**src/rtl/hilihase_pkg.sv**
```systemverilog
// Shared types for the HILIHASE capture path: four-state codes, capture FSM states,
// and the bridge-side event record.
package hilihase_pkg;

   localparam logic [1:0] CODE_0 = 2'd0;
   localparam logic [1:0] CODE_1 = 2'd1;
   localparam logic [1:0] CODE_X = 2'd2;
   localparam logic [1:0] CODE_Z = 2'd3;

   typedef enum logic [1:0] {
      ST_IDLE = 2'd0,
      ST_ARM  = 2'd1,
      ST_RUN  = 2'd2
   } cap_state_t;

   // Event record at the default build (8 signals, 32-bit timestamp)
   localparam int unsigned EV_ID_W = 3;
   localparam int unsigned EV_TS_W = 32;

   typedef struct packed {
      logic [EV_ID_W-1:0] id;
      logic [1:0]         code;
      logic [EV_TS_W-1:0] ts;
   } hilihase_event_t;

endpackage

```
**src/rtl/hilihase_sync_fifo.sv**
```systemverilog
// Single-clock first-word-fall-through FIFO with registered head and occupancy level.
module hilihase_sync_fifo #(
   parameter int unsigned WIDTH = 8,
   parameter int unsigned DEPTH = 16
) (
   input  logic                     clk,
   input  logic                     rst_n,
   input  logic                     push,
   input  logic [WIDTH-1:0]         din,
   input  logic                     pop,
   output logic [WIDTH-1:0]         dout,
   output logic                     valid,
   output logic [$clog2(DEPTH):0]   level
);

   localparam int unsigned AW    = $clog2(DEPTH);
   localparam int unsigned LVL_W = AW + 1;

   logic [WIDTH-1:0] mem [DEPTH];
   logic [AW-1:0]    wr_q, rd_q, rd_d;
   logic [LVL_W-1:0] level_d;
   logic [WIDTH-1:0] head_d;
   logic             full, wr_en, rd_en;

   // A push into a full FIFO is accepted only when the head leaves on the same edge
   always_comb begin
      full    = (level == LVL_W'(DEPTH));
      rd_en   = pop && valid;
      wr_en   = push && (!full || rd_en);
      rd_d    = rd_en ? rd_q + AW'(1) : rd_q;
      level_d = level + LVL_W'(wr_en) - LVL_W'(rd_en);
      head_d  = (wr_en && (wr_q == rd_d)) ? din : mem[rd_d];
   end

   always_ff @(posedge clk) begin
      if (wr_en) begin
         mem[wr_q] <= din;
      end
   end

   always_ff @(posedge clk or negedge rst_n) begin
      if (!rst_n) begin
         wr_q  <= '0;
         rd_q  <= '0;
         level <= '0;
         valid <= 1'b0;
         dout  <= '0;
      end else begin
         if (wr_en) begin
            wr_q <= wr_q + AW'(1);
         end
         rd_q  <= rd_d;
         level <= level_d;
         valid <= (level_d != '0);
         if (level_d != '0) begin
            dout <= head_d;
         end
      end
   end

endmodule

```
**src/rtl/hilihase_event_capture.sv**
```systemverilog
// Change-event recorder: detects code changes on monitored signals and queues
// timestamped {id, code, ts} events for the HILIHASE bridge.
module hilihase_event_capture
   import hilihase_pkg::*;
#(
   parameter int unsigned NUM_SIG = 8,
   parameter int unsigned DEPTH   = 16,
   parameter int unsigned TS_W    = 32,
   parameter int unsigned ID_W    = (NUM_SIG > 1) ? $clog2(NUM_SIG) : 1
) (
   input  logic                       clk,
   input  logic                       rst_n,
   input  logic                       en,
   input  logic [2*NUM_SIG-1:0]       sig_code,
   output logic                       ev_valid,
   input  logic                       ev_ready,
   output logic [ID_W-1:0]            ev_id,
   output logic [1:0]                 ev_code,
   output logic [TS_W-1:0]            ev_ts,
   output logic [$clog2(DEPTH):0]     fifo_level,
   output logic                       lost,
   input  logic                       clear_lost
);

   localparam int unsigned LVL_W = $clog2(DEPTH) + 1;

   typedef struct packed {
      logic [ID_W-1:0] id;
      logic [1:0]      code;
      logic [TS_W-1:0] ts;
   } ev_t;

   cap_state_t           state_q, state_d;
   logic                 arm, active;
   logic [TS_W-1:0]      ts_cnt;
   logic [2*NUM_SIG-1:0] shadow_q;
   logic [NUM_SIG-1:0]   pending_q, pending_d, chg, coal;
   logic [1:0]           pend_code_q [NUM_SIG];
   logic [TS_W-1:0]      pend_ts_q   [NUM_SIG];
   logic                 pick_any;
   logic [ID_W-1:0]      pick_id;
   logic [1:0]           pick_code;
   logic [TS_W-1:0]      pick_ts;
   logic                 push, pop, fifo_full, lost_set;
   ev_t                  push_ev, head_ev;

   // Capture FSM next state; detection and enqueue run only in RUN with en held
   always_comb begin
      state_d = state_q;
      arm     = 1'b0;
      active  = 1'b0;
      unique case (state_q)
         ST_IDLE: begin
            if (en) begin
               state_d = ST_ARM;
            end
         end
         ST_ARM: begin
            arm     = 1'b1;
            state_d = ST_RUN;
         end
         ST_RUN: begin
            if (!en) begin
               state_d = ST_IDLE;
            end else begin
               active = 1'b1;
            end
         end
         default: state_d = ST_IDLE;
      endcase
   end

   // Lowest-index pending signal wins the single enqueue slot
   always_comb begin
      pick_any  = |pending_q;
      pick_id   = '0;
      pick_code = '0;
      pick_ts   = '0;
      for (int i = int'(NUM_SIG) - 1; i >= 0; i--) begin
         if (pending_q[i]) begin
            pick_id   = ID_W'(i);
            pick_code = pend_code_q[i];
            pick_ts   = pend_ts_q[i];
         end
      end
   end

   always_comb begin
      fifo_full    = (fifo_level == LVL_W'(DEPTH));
      pop          = ev_valid && ev_ready;
      push         = active && pick_any && (!fifo_full || pop);
      push_ev.id   = pick_id;
      push_ev.code = pick_code;
      push_ev.ts   = pick_ts;
   end

   // A change on a signal still pending (and not leaving this edge) coalesces
   always_comb begin
      chg       = '0;
      coal      = '0;
      pending_d = '0;
      for (int unsigned i = 0; i < NUM_SIG; i++) begin
         chg[i]       = active && (sig_code[2*i +: 2] != shadow_q[2*i +: 2]);
         coal[i]      = chg[i] && pending_q[i] && !(push && (pick_id == ID_W'(i)));
         pending_d[i] = active && (chg[i] ||
                        (pending_q[i] && !(push && (pick_id == ID_W'(i)))));
      end
      lost_set = |coal;
   end

   always_ff @(posedge clk or negedge rst_n) begin
      if (!rst_n) begin
         state_q   <= ST_IDLE;
         ts_cnt    <= '0;
         shadow_q  <= {NUM_SIG{CODE_0}};
         pending_q <= '0;
         lost      <= 1'b0;
         for (int unsigned i = 0; i < NUM_SIG; i++) begin
            pend_code_q[i] <= '0;
            pend_ts_q[i]   <= '0;
         end
      end else begin
         state_q   <= state_d;
         ts_cnt    <= ts_cnt + TS_W'(1);
         pending_q <= pending_d;
         // Unchanged signals already match, so RUN can copy the whole vector
         if (arm || active) begin
            shadow_q <= sig_code;
         end
         for (int unsigned i = 0; i < NUM_SIG; i++) begin
            if (chg[i]) begin
               pend_code_q[i] <= sig_code[2*i +: 2];
               pend_ts_q[i]   <= ts_cnt;
            end
         end
         if (lost_set) begin
            lost <= 1'b1;
         end else if (clear_lost) begin
            lost <= 1'b0;
         end
      end
   end

   hilihase_sync_fifo #(
      .WIDTH ($bits(ev_t)),
      .DEPTH (DEPTH)
   ) u_fifo (
      .clk   (clk),
      .rst_n (rst_n),
      .push  (push),
      .din   (push_ev),
      .pop   (pop),
      .dout  (head_ev),
      .valid (ev_valid),
      .level (fifo_level)
   );

   assign ev_id   = head_ev.id;
   assign ev_code = head_ev.code;
   assign ev_ts   = head_ev.ts;

endmodule

```
**config.mk**
```make
export PLATFORM = sky130hd
export DESIGN_NAME = hilihase_event_capture
export DESIGN_NICKNAME = d
export VERILOG_FILES = /design/src/rtl/hilihase_pkg.sv /design/src/rtl/hilihase_sync_fifo.sv /design/src/rtl/hilihase_event_capture.sv
export SDC_FILE = /design/constraint.sdc
export NUM_CORES = 1
export LEC_CHECK = 0
export CAP_MARGIN = 20
export CORE_MARGIN = 3
export CORE_UTILIZATION = 30
export DETAILED_ROUTE_END_ITERATION = 8
export PLACE_DENSITY = 0.52
export SYNTH_ARGS = -nofsm -noshare
export SYNTH_HDL_FRONTEND = slang
export SYNTH_SLANG_ARGS = --single-unit
```
**constraint.sdc**
```tcl
create_clock -name clk -period 5.23 [get_ports clk]
set_input_delay 1.046 -clock clk [delete_from_list [all_inputs] [get_ports clk]]
set_output_delay 1.046 -clock clk [all_outputs]
set_load 0.05 [all_outputs]
```
==> metrics.json, run 1 <==
{
  "synthesis": {
    "mappedNetlistNets": 2814,
    "synthesis.instances": 2780,
    "syn-mean-instance-area_um2": 14.5,
    "synth-edff-count": 592,
    "ys_warn_count": 0,
    "ff_latch_count_synth": 974,
    "synth-seq-area-share_pct": 68.0,
    "ys.flop_type": "sky130_fd_sc_hd__edfxtp_1",
    "ys_async_sr_fraction_pct": 39.2,
    "netlist_area_um2": 40200,
    "synth.distinct_cells": 61
  },
  "cts": {
    "clock_latency_ns": 0.67,
    "clock-root-buffer": "sky130_fd_sc_hd__clkbuf_16",
    "cts.clk_slew.worst_paths_ns": 0.06,
    "cts-buffers-inserted": 103,
    "ctsLongestPathBuffers": 3,
    "tritoncts": "built",
    "holdBufCountCts": 0,
    "clkSinkCount": 974,
    "cts_setup_buffers": 0,
    "post_cts_resize_count": 0,
    "ctsHtreeMaxLevel": 3
  },
  "worst_setup_path": {
    "critical_path_required_ns": 5.82,
    "reg2regPathDepth": 13,
    "critical_path.slowest_cell": "sky130_fd_sc_hd__inv_2",
    "timing.rr.end": "u_fifo.dout[25]",
    "crit_chain": "clkdlybuf4s50_1, nand2_2, and2_1, a211oi_2, ha_1, inv_1, fa_1, xnor2_1, nor4b_1, mux2i_1, a21oi_4, inv_2, nor2_1, a21oi_1",
    "critical_path.top_delay_family": "buffers and inverters",
    "type_of_the_worst_setup_path": "input port to flop",
    "cp-end-kind": "flop",
    "reg2reg_slack_ns": 1.15,
    "crit-reg2reg-launch": "pending_q[1]",
    "critPathMaxStageDelay_ns": 0.77,
    "start_kind": "input port",
    "crit_path_max_fanout": 38,
    "cp_num_buf_inv": 3,
    "crit_arrival_ns": 4.72
  },
  "grt": {
    "global_route.usage.total_pct": 15.7,
    "grt_overflow": 0,
    "grt_start_max_net_pins": 116,
    "number_of_antenna_violations_at_the_first_check_in_global_routing": 1,
    "grt_pass1_vias": 24400,
    "grt_first_pass_wirelength_um": 163000
  },
  "floorplan": {
    "initial_utilization_pct": 30.4,
    "dieArea_um2": 138000,
    "num_rows": 133,
    "core-area_um2": 132000,
    "fp.dieW_um": 372,
    "top_level_ports": 65,
    "die_height_um": 372
  },
  "power_and_ir_drop": {
    "total_leakage_power_nw": 17.7,
    "max-vdd-ir-drop_mv": 0.438,
    "power.total_mw": 27.6,
    "power_density_nw_per_um2": 592
  },
  "sta": {
    "slew_viol_final": 0,
    "actual_transition_at_the_worst_max_transition_pin_ns": 1.12,
    "max_freq_mhz": 242,
    "layout_worst_path_cycle_share_pct": 78.9,
    "setup_viol": 0,
    "layout_min_cycle_time_ns": 4.12,
    "hold_violations": 0,
    "clock_skew_ns": 0.0218,
    "rsz0062_at_grt": "false",
    "setup_tns_ns": 0,
    "timing.slew.headroom_pct": 24.5
  },
  "cells_and_area": {
    "area.sequential_um2": 27300,
    "final_net_count": 2856,
    "post_route_cells_drive_above_1_share_pct": 20.6,
    "post-route-util_pct": 35.3,
    "final_common_cell": "sky130_fd_sc_hd__edfxtp_1",
    "multi_input_area_um2": 12000,
    "area.growth.synth_to_final_pct": 16.1,
    "layout.cells.non_filler": 4666,
    "antenna-diode-count": 0,
    "most-common-layout-cells": "592 x sky130_fd_sc_hd__edfxtp_1, 376 x sky130_fd_sc_hd__dfrtp_1, 288 x sky130_fd_sc_hd__mux2_2, 244 x sky130_fd_sc_hd__a21oi_1, 205 x sky130_fd_sc_hd__a221oi_1",
    "fillers": 12700
  },
  "job": {
    "max_cap_viol_count": 0
  },
  "route": {
    "total_wirelength_um": 109000,
    "drc": 0,
    "drt-initial-drc-count": 1988,
    "post_route_ant_nets": 0,
    "vias_per_cell": 5.16,
    "vias": 24100,
    "wire_length_per_cell_um": 23.4,
    "first_pass_iters": 7
  },
  "place": {
    "post-dp-hpwl_um": 62500,
    "place.gp.congestion": 0.736,
    "place.detailed.instances": 4472,
    "port_buffers": 64
  },
  "run_status": {
    "result_of_the_run": "completed"
  },
  "worst_hold_path": {
    "hp-class": "input port to asynchronous set/reset pin"
  }
}
==> where the power goes <==
group	internal (mW)	switching, mW
combinational	3.24	6.63
sequential	9.76	0.537
clock	4.41	3.01
==> metal layers <==
metal / up-vias / GRT usage (%) / routed length (µm)
met3: 155 / 2.46 / 5070
met4: 0 / 3.83 / 2210
met5: - / 0 / 0
met2: 607 / 26.4 / 53200
li1: 10800 / - / -
met1: 12600 / 21.0 / 49000
==> worst reg2reg max path, cell delays in order (launching register included) <==
cell	delay, ns
sky130_fd_sc_hd__dfrtp_2	0.35
sky130_fd_sc_hd__or2_1	0.81
sky130_fd_sc_hd__nor3_2	0.13
sky130_fd_sc_hd__a211oi_2	0.27
sky130_fd_sc_hd__ha_1	0.21
sky130_fd_sc_hd__inv_1	0.06
sky130_fd_sc_hd__fa_1	0.42
sky130_fd_sc_hd__xnor2_1	0.25
sky130_fd_sc_hd__nor4b_1	0.09
sky130_fd_sc_hd__mux2i_1	0.24
sky130_fd_sc_hd__a21oi_4	0.08
sky130_fd_sc_hd__inv_2	0.77
sky130_fd_sc_hd__nor2_1	0.17
sky130_fd_sc_hd__a21oi_1	0.15
==> metrics by stage <==
step                cell area [µm²]  setup slack (ns)  hold WS (ns)
finish                        46600              1.11         0.443
floorplan                     40200             0.164         0.437
detailed placement            43200             0.424         0.460
CTS                           46600              1.12         0.468
global route                  46600             0.854         0.479
global placement              43200             0.541         0.455
==> flip-flops by register name, indices dropped and copies added (netlist names) <==
signal / flops
pend_code_q: 16
state_q: 2
u_fifo.valid: 1
u_fifo.wr_q: 4
pending_q: 8
u_fifo.level: 5
lost: 1
pend_ts_q: 256
u_fifo.mem: 592
u_fifo.dout: 37
u_fifo.rd_q: 4
ts_cnt: 32
shadow_q: 16
==> layout make-up <==
cell class,instances,area share [%]
timing repair buffer,163,3.39
inverter,23,0.190
multi-input combinational,1557,25.7
clock inverter,48,1.14
sequential,974,58.6
clock buffer,146,6.24
tap,1755,4.71
==> synthesized netlist by cell type, types with 5 or more instances <==
cell type                  instances  share of area, %
sky130_fd_sc_hd__inv_1            22              0.21
sky130_fd_sc_hd__buf_1            12              0.11
sky130_fd_sc_hd__mux2_2          289               8.1
sky130_fd_sc_hd__nand2b_1          7              0.11
sky130_fd_sc_hd__o22ai_1          11              0.17
sky130_fd_sc_hd__dfrtp_1         382                24
sky130_fd_sc_hd__and3_1            5             0.078
sky130_fd_sc_hd__nand3_1          18              0.22
sky130_fd_sc_hd__nand4_1           5             0.078
sky130_fd_sc_hd__xnor2_1          34              0.74
sky130_fd_sc_hd__clkbuf_1        131               1.2
sky130_fd_sc_hd__nor2_1          101              0.94
sky130_fd_sc_hd__nor2b_1          50              0.78
sky130_fd_sc_hd__o31ai_1          35              0.65
sky130_fd_sc_hd__nand2_1         195               1.8
sky130_fd_sc_hd__o21ai_0           9              0.11
sky130_fd_sc_hd__a21o_1            5             0.093
sky130_fd_sc_hd__o41ai_1          37              0.81
sky130_fd_sc_hd__buf_4             6              0.11
sky130_fd_sc_hd__buf_2            66              0.82
sky130_fd_sc_hd__o31a_1           11              0.24
sky130_fd_sc_hd__edfxtp_1        592                44
sky130_fd_sc_hd__a21oi_1         247               3.1
sky130_fd_sc_hd__nor3_1           27              0.34
sky130_fd_sc_hd__mux2i_1         149               3.7
sky130_fd_sc_hd__ha_1             12              0.37
sky130_fd_sc_hd__a221o_1          23              0.57
sky130_fd_sc_hd__buf_6            11              0.31
sky130_fd_sc_hd__a221oi_1        205               4.5
sky130_fd_sc_hd__xor2_1           23              0.50
sky130_fd_sc_hd__a22oi_1          11              0.21
==> cells by family (layout without fill, tap and decap cells) <==
family	after synthesis	after routing	share of synthesized area, %
simple gates	437	437	4.93
mux	438	438	11.8
buf+inv	249	380	2.79
flops	974	974	68.0
xor+xnor	58	58	1.30
compound gates	611	611	10.7
fa+ha+maj	13	13	0.423
==> worst max path at each step <==
stage | start | end | slack [ns] | depth (start not counted)
6_report | ev_ready | u_fifo.dout[25] | 1.11 | 14
5_1_grt | ev_ready | u_fifo.dout[28] | 0.85 | 14
4_1_cts | pending_q[1] | u_fifo.dout[0] | 1.12 | 13
3_5_place_dp | ev_ready | u_fifo.dout[28] | 0.42 | 14
3_3_place_gp | ev_ready | u_fifo.dout[28] | 0.54 | 14
2_1_floorplan | ev_ready | u_fifo.mem[3][0] | 0.16 | 6
(Power assumes the default switching activity.)
==> run 2: changes to the inputs <==
--- a/config.mk
+++ b/config.mk
@@ -9,7 +9,7 @@
 export CORE_MARGIN = 3
 export CORE_UTILIZATION = 30
 export DETAILED_ROUTE_END_ITERATION = 8
-export PLACE_DENSITY = 0.52
+export PLACE_DENSITY = 0.54
 export SYNTH_ARGS = -nofsm -noshare
 export SYNTH_HDL_FRONTEND = slang
 export SYNTH_SLANG_ARGS = --single-unit
==> constraint.sdc (replaced) <==
create_clock -name clk -period 3.4 [get_ports clk]
set_input_delay 0.68 -clock clk [delete_from_list [all_inputs] [get_ports clk]]
set_output_delay 0.68 -clock clk [all_outputs]
set_load 0.05 [all_outputs]
==> run 2 against run 1 <==
  * Combinational power is 82% higher
  * Count of clock-buffer cells in the layout is 1 higher
  * Worst hold slack better by 0.028 ns
  * Total power is 63% higher
  * Clock skew is 0.0024 ns higher
  * Global-route usage is 0.082 points higher
  * Worst setup slack worse by 0.97 ns
  * Die area stayed put
  * Wire length is 1.4% higher
  * Sequential share of layout area is 2.4 points lower
  * Critical endpoint is now u_fifo.dout[8]
==> metrics.json, run 2 (same netlist as run 1, synthesis figures left out) <==
{
  "sta": {
    "worst_slack_ns": 0.134,
    "actual_transition_at_the_worst_max_transition_pin_ns": 0.834,
    "hold_violations": 0,
    "worst_hold_slack_ns": 0.471,
    "clock_skew_ns": 0.0241,
    "layout_worst_path_cycle_share_pct": 96.1,
    "setup_viol": 0,
    "max_freq_mhz": 306,
    "layout_min_cycle_time_ns": 3.27,
    "timing.slew.headroom_pct": 44.4,
    "slew_viol_final": 0
  },
  "cells_and_area": {
    "largest_register": "u_fifo.mem",
    "post-route-util_pct": 36.8,
    "layout_top_registers": "u_fifo.mem (592), pend_ts_q (256), u_fifo.dout (37)",
    "layout.cells.non_filler": 4822,
    "multi_input_area_um2": 12100,
    "fillers": 12500,
    "area.sequential_um2": 27300,
    "post_route_cells_drive_above_1_share_pct": 25.5,
    "area.growth.synth_to_final_pct": 21.1,
    "final_common_cell": "sky130_fd_sc_hd__edfxtp_1",
    "antenna-diode-count": 0,
    "most-common-layout-cells": "592 x sky130_fd_sc_hd__edfxtp_1, 374 x sky130_fd_sc_hd__dfrtp_1, 288 x sky130_fd_sc_hd__mux2_2, 244 x sky130_fd_sc_hd__a21oi_1, 205 x sky130_fd_sc_hd__a221oi_1",
    "final_net_count": 3013,
    "number_of_flip_flops_under_the_largest_register_name": 592,
    "stdcell_area_um2": 48700
  },
  "cts": {
    "clock_latency_ns": 0.67,
    "cts.clk_slew.worst_paths_ns": 0.06,
    "ctsLongestPathBuffers": 3,
    "cts-buffers-inserted": 103,
    "clock-root-buffer": "sky130_fd_sc_hd__clkbuf_16",
    "tritoncts": "built",
    "clkSinkCount": 974,
    "ctsHtreeMaxLevel": 3
  },
  "place": {
    "post-dp-hpwl_um": 65400,
    "port_buffers": 64,
    "place.gp.congestion": 0.740,
    "postPlaceCellArea_um2": 45000,
    "detailedPlace.worstSlack_ns": -0.725,
    "place.detailed.instances": 4618
  },
  "worst_setup_path": {
    "type_of_the_worst_setup_path": "flop to flop",
    "crit_arrival_ns": 3.80,
    "start_kind": "flop",
    "crit_path_max_fanout": 6,
    "critical_path_required_ns": 3.93,
    "cp-end-kind": "flop"
  },
  "floorplan": {
    "fp.dieW_um": 372,
    "num_rows": 133,
    "die_height_um": 372,
    "initial_utilization_pct": 30.4,
    "core-area_um2": 132000,
    "dieArea_um2": 138000,
    "top_level_ports": 65
  },
  "power_and_ir_drop": {
    "share_clk_of_total_power_pct": 24.9,
    "intPower_mw": 28.6,
    "power_density_nw_per_um2": 925,
    "total_leakage_power_nw": 18.6,
    "power_share_of_the_combinational_group_pct": 40.1,
    "power_switching_mw": 16.4,
    "power.sequential.fraction_pct": 35.0,
    "netSwitchingFraction_pct": 36.4,
    "max-vdd-ir-drop_mv": 0.485
  },
  "job": {
    "max_cap_viol_count": 0
  },
  "grt": {
    "grt_first_pass_wirelength_um": 164000,
    "global_route.usage.total_pct": 15.7,
    "grt_pass1_vias": 24700,
    "grt_start_max_net_pins": 79,
    "grt_overflow": 0,
    "number_of_antenna_violations_at_the_first_check_in_global_routing": 2
  },
  "route": {
    "total_wirelength_um": 111000,
    "wire_length_per_cell_um": 23.0,
    "vias_per_cell": 5.11,
    "first_pass_iters": 5,
    "vias": 24600,
    "drc": 0,
    "post_route_ant_nets": 0,
    "drt-initial-drc-count": 2257
  },
  "run_status": {
    "result_of_the_run": "completed"
  },
  "worst_hold_path": {
    "hp-class": "flop to flop"
  }
}
-- run 2: final cells by class --
| type | count | share of cell area (%) |
|---|---|---|
| Inverter | 23 | 0.208 |
| Tap cell | 1755 | 4.51 |
| Clock buffer | 147 | 6.03 |
| Clock inverter | 46 | 0.944 |
| Multi-Input combinational cell | 1557 | 24.9 |
| Sequential cell | 974 | 56.2 |
| Timing Repair Buffer | 320 | 7.17 |
-- run 2: final timing paths --
path / from / to / slack [ns] / depth (start not counted)
max: u_fifo.level[3] / u_fifo.dout[8] / 0.13 / 17
min: state_q[0] / state_q[0] / 0.47 / 1
max reg2reg: u_fifo.level[3] / u_fifo.dout[8] / 0.13 / 17
min reg2reg: state_q[0] / state_q[0] / 0.47 / 1
max in group asynchronous: rst_n / shadow_q[11] / 2.04 / 3
min in group asynchronous: rst_n / pend_ts_q[85] / 0.54 / 2
-- run 2: worst max-delay path, cell delays in order, from the launching register on --
cell	delay [ns]
sky130_fd_sc_hd__dfrtp_2	0.38
sky130_fd_sc_hd__inv_2	0.04
sky130_fd_sc_hd__ha_2	0.16
sky130_fd_sc_hd__nor4bb_4	0.15
sky130_fd_sc_hd__and2_4	0.18
sky130_fd_sc_hd__a211oi_4	0.22
sky130_fd_sc_hd__ha_2	0.23
sky130_fd_sc_hd__inv_2	0.04
sky130_fd_sc_hd__fa_2	0.51
sky130_fd_sc_hd__inv_1	0.07
sky130_fd_sc_hd__nor4b_2	0.26
sky130_fd_sc_hd__mux2i_1	0.14
sky130_fd_sc_hd__a21oi_4	0.15
sky130_fd_sc_hd__buf_12	0.16
sky130_fd_sc_hd__clkinv_8	0.09
sky130_fd_sc_hd__clkbuf_16	0.19
sky130_fd_sc_hd__nor2_2	0.08
sky130_fd_sc_hd__a21oi_1	0.05
-- run 2: metrics by stage --
step,TNS [ns],power (mW)
4_1_cts,0,45.0
5_1_grt,-0.0903,47.2
6_report,0,45.0
2_1_floorplan,-51.65,25.9
3_5_place_dp,-26.04,33.7
3_3_place_gp,-23.92,33.6
-- run 2: power by group through the flow --
| stage | logic (mW) | registers [mW] | clock network [mW] |
|---|---|---|---|
| 2_1_floorplan | 9.30 | 16.6 | 0 |
| 3_3_place_gp | 17.6 | 16.0 | 0 |
| 3_5_place_dp | 17.7 | 16.0 | 0 |
| 4_1_cts | 17.8 | 15.8 | 11.5 |
| 5_1_grt | 19.4 | 15.9 | 12.0 |
| 6_report | 18.0 | 15.8 | 11.2 |
-- run 2: what timing repair did --
action	in CTS	in global routing
pin swaps	0	10
buffers inserted	0	7
hold buffers	1	0
gates resized for setup	1	38
endpoints found under the hold margin	51	0
endpoints found under the setup margin	7	37
cloned	0	3
-- run 2: routing by layer --
layer	global-route usage [%]	wire length [µm]	vias to the layer above
li1	-	-	11100
met1	21.9	50700	12800
met2	25.7	52700	591
met3	1.98	4580	169
met4	4.62	2920	0
met5	0	0	-
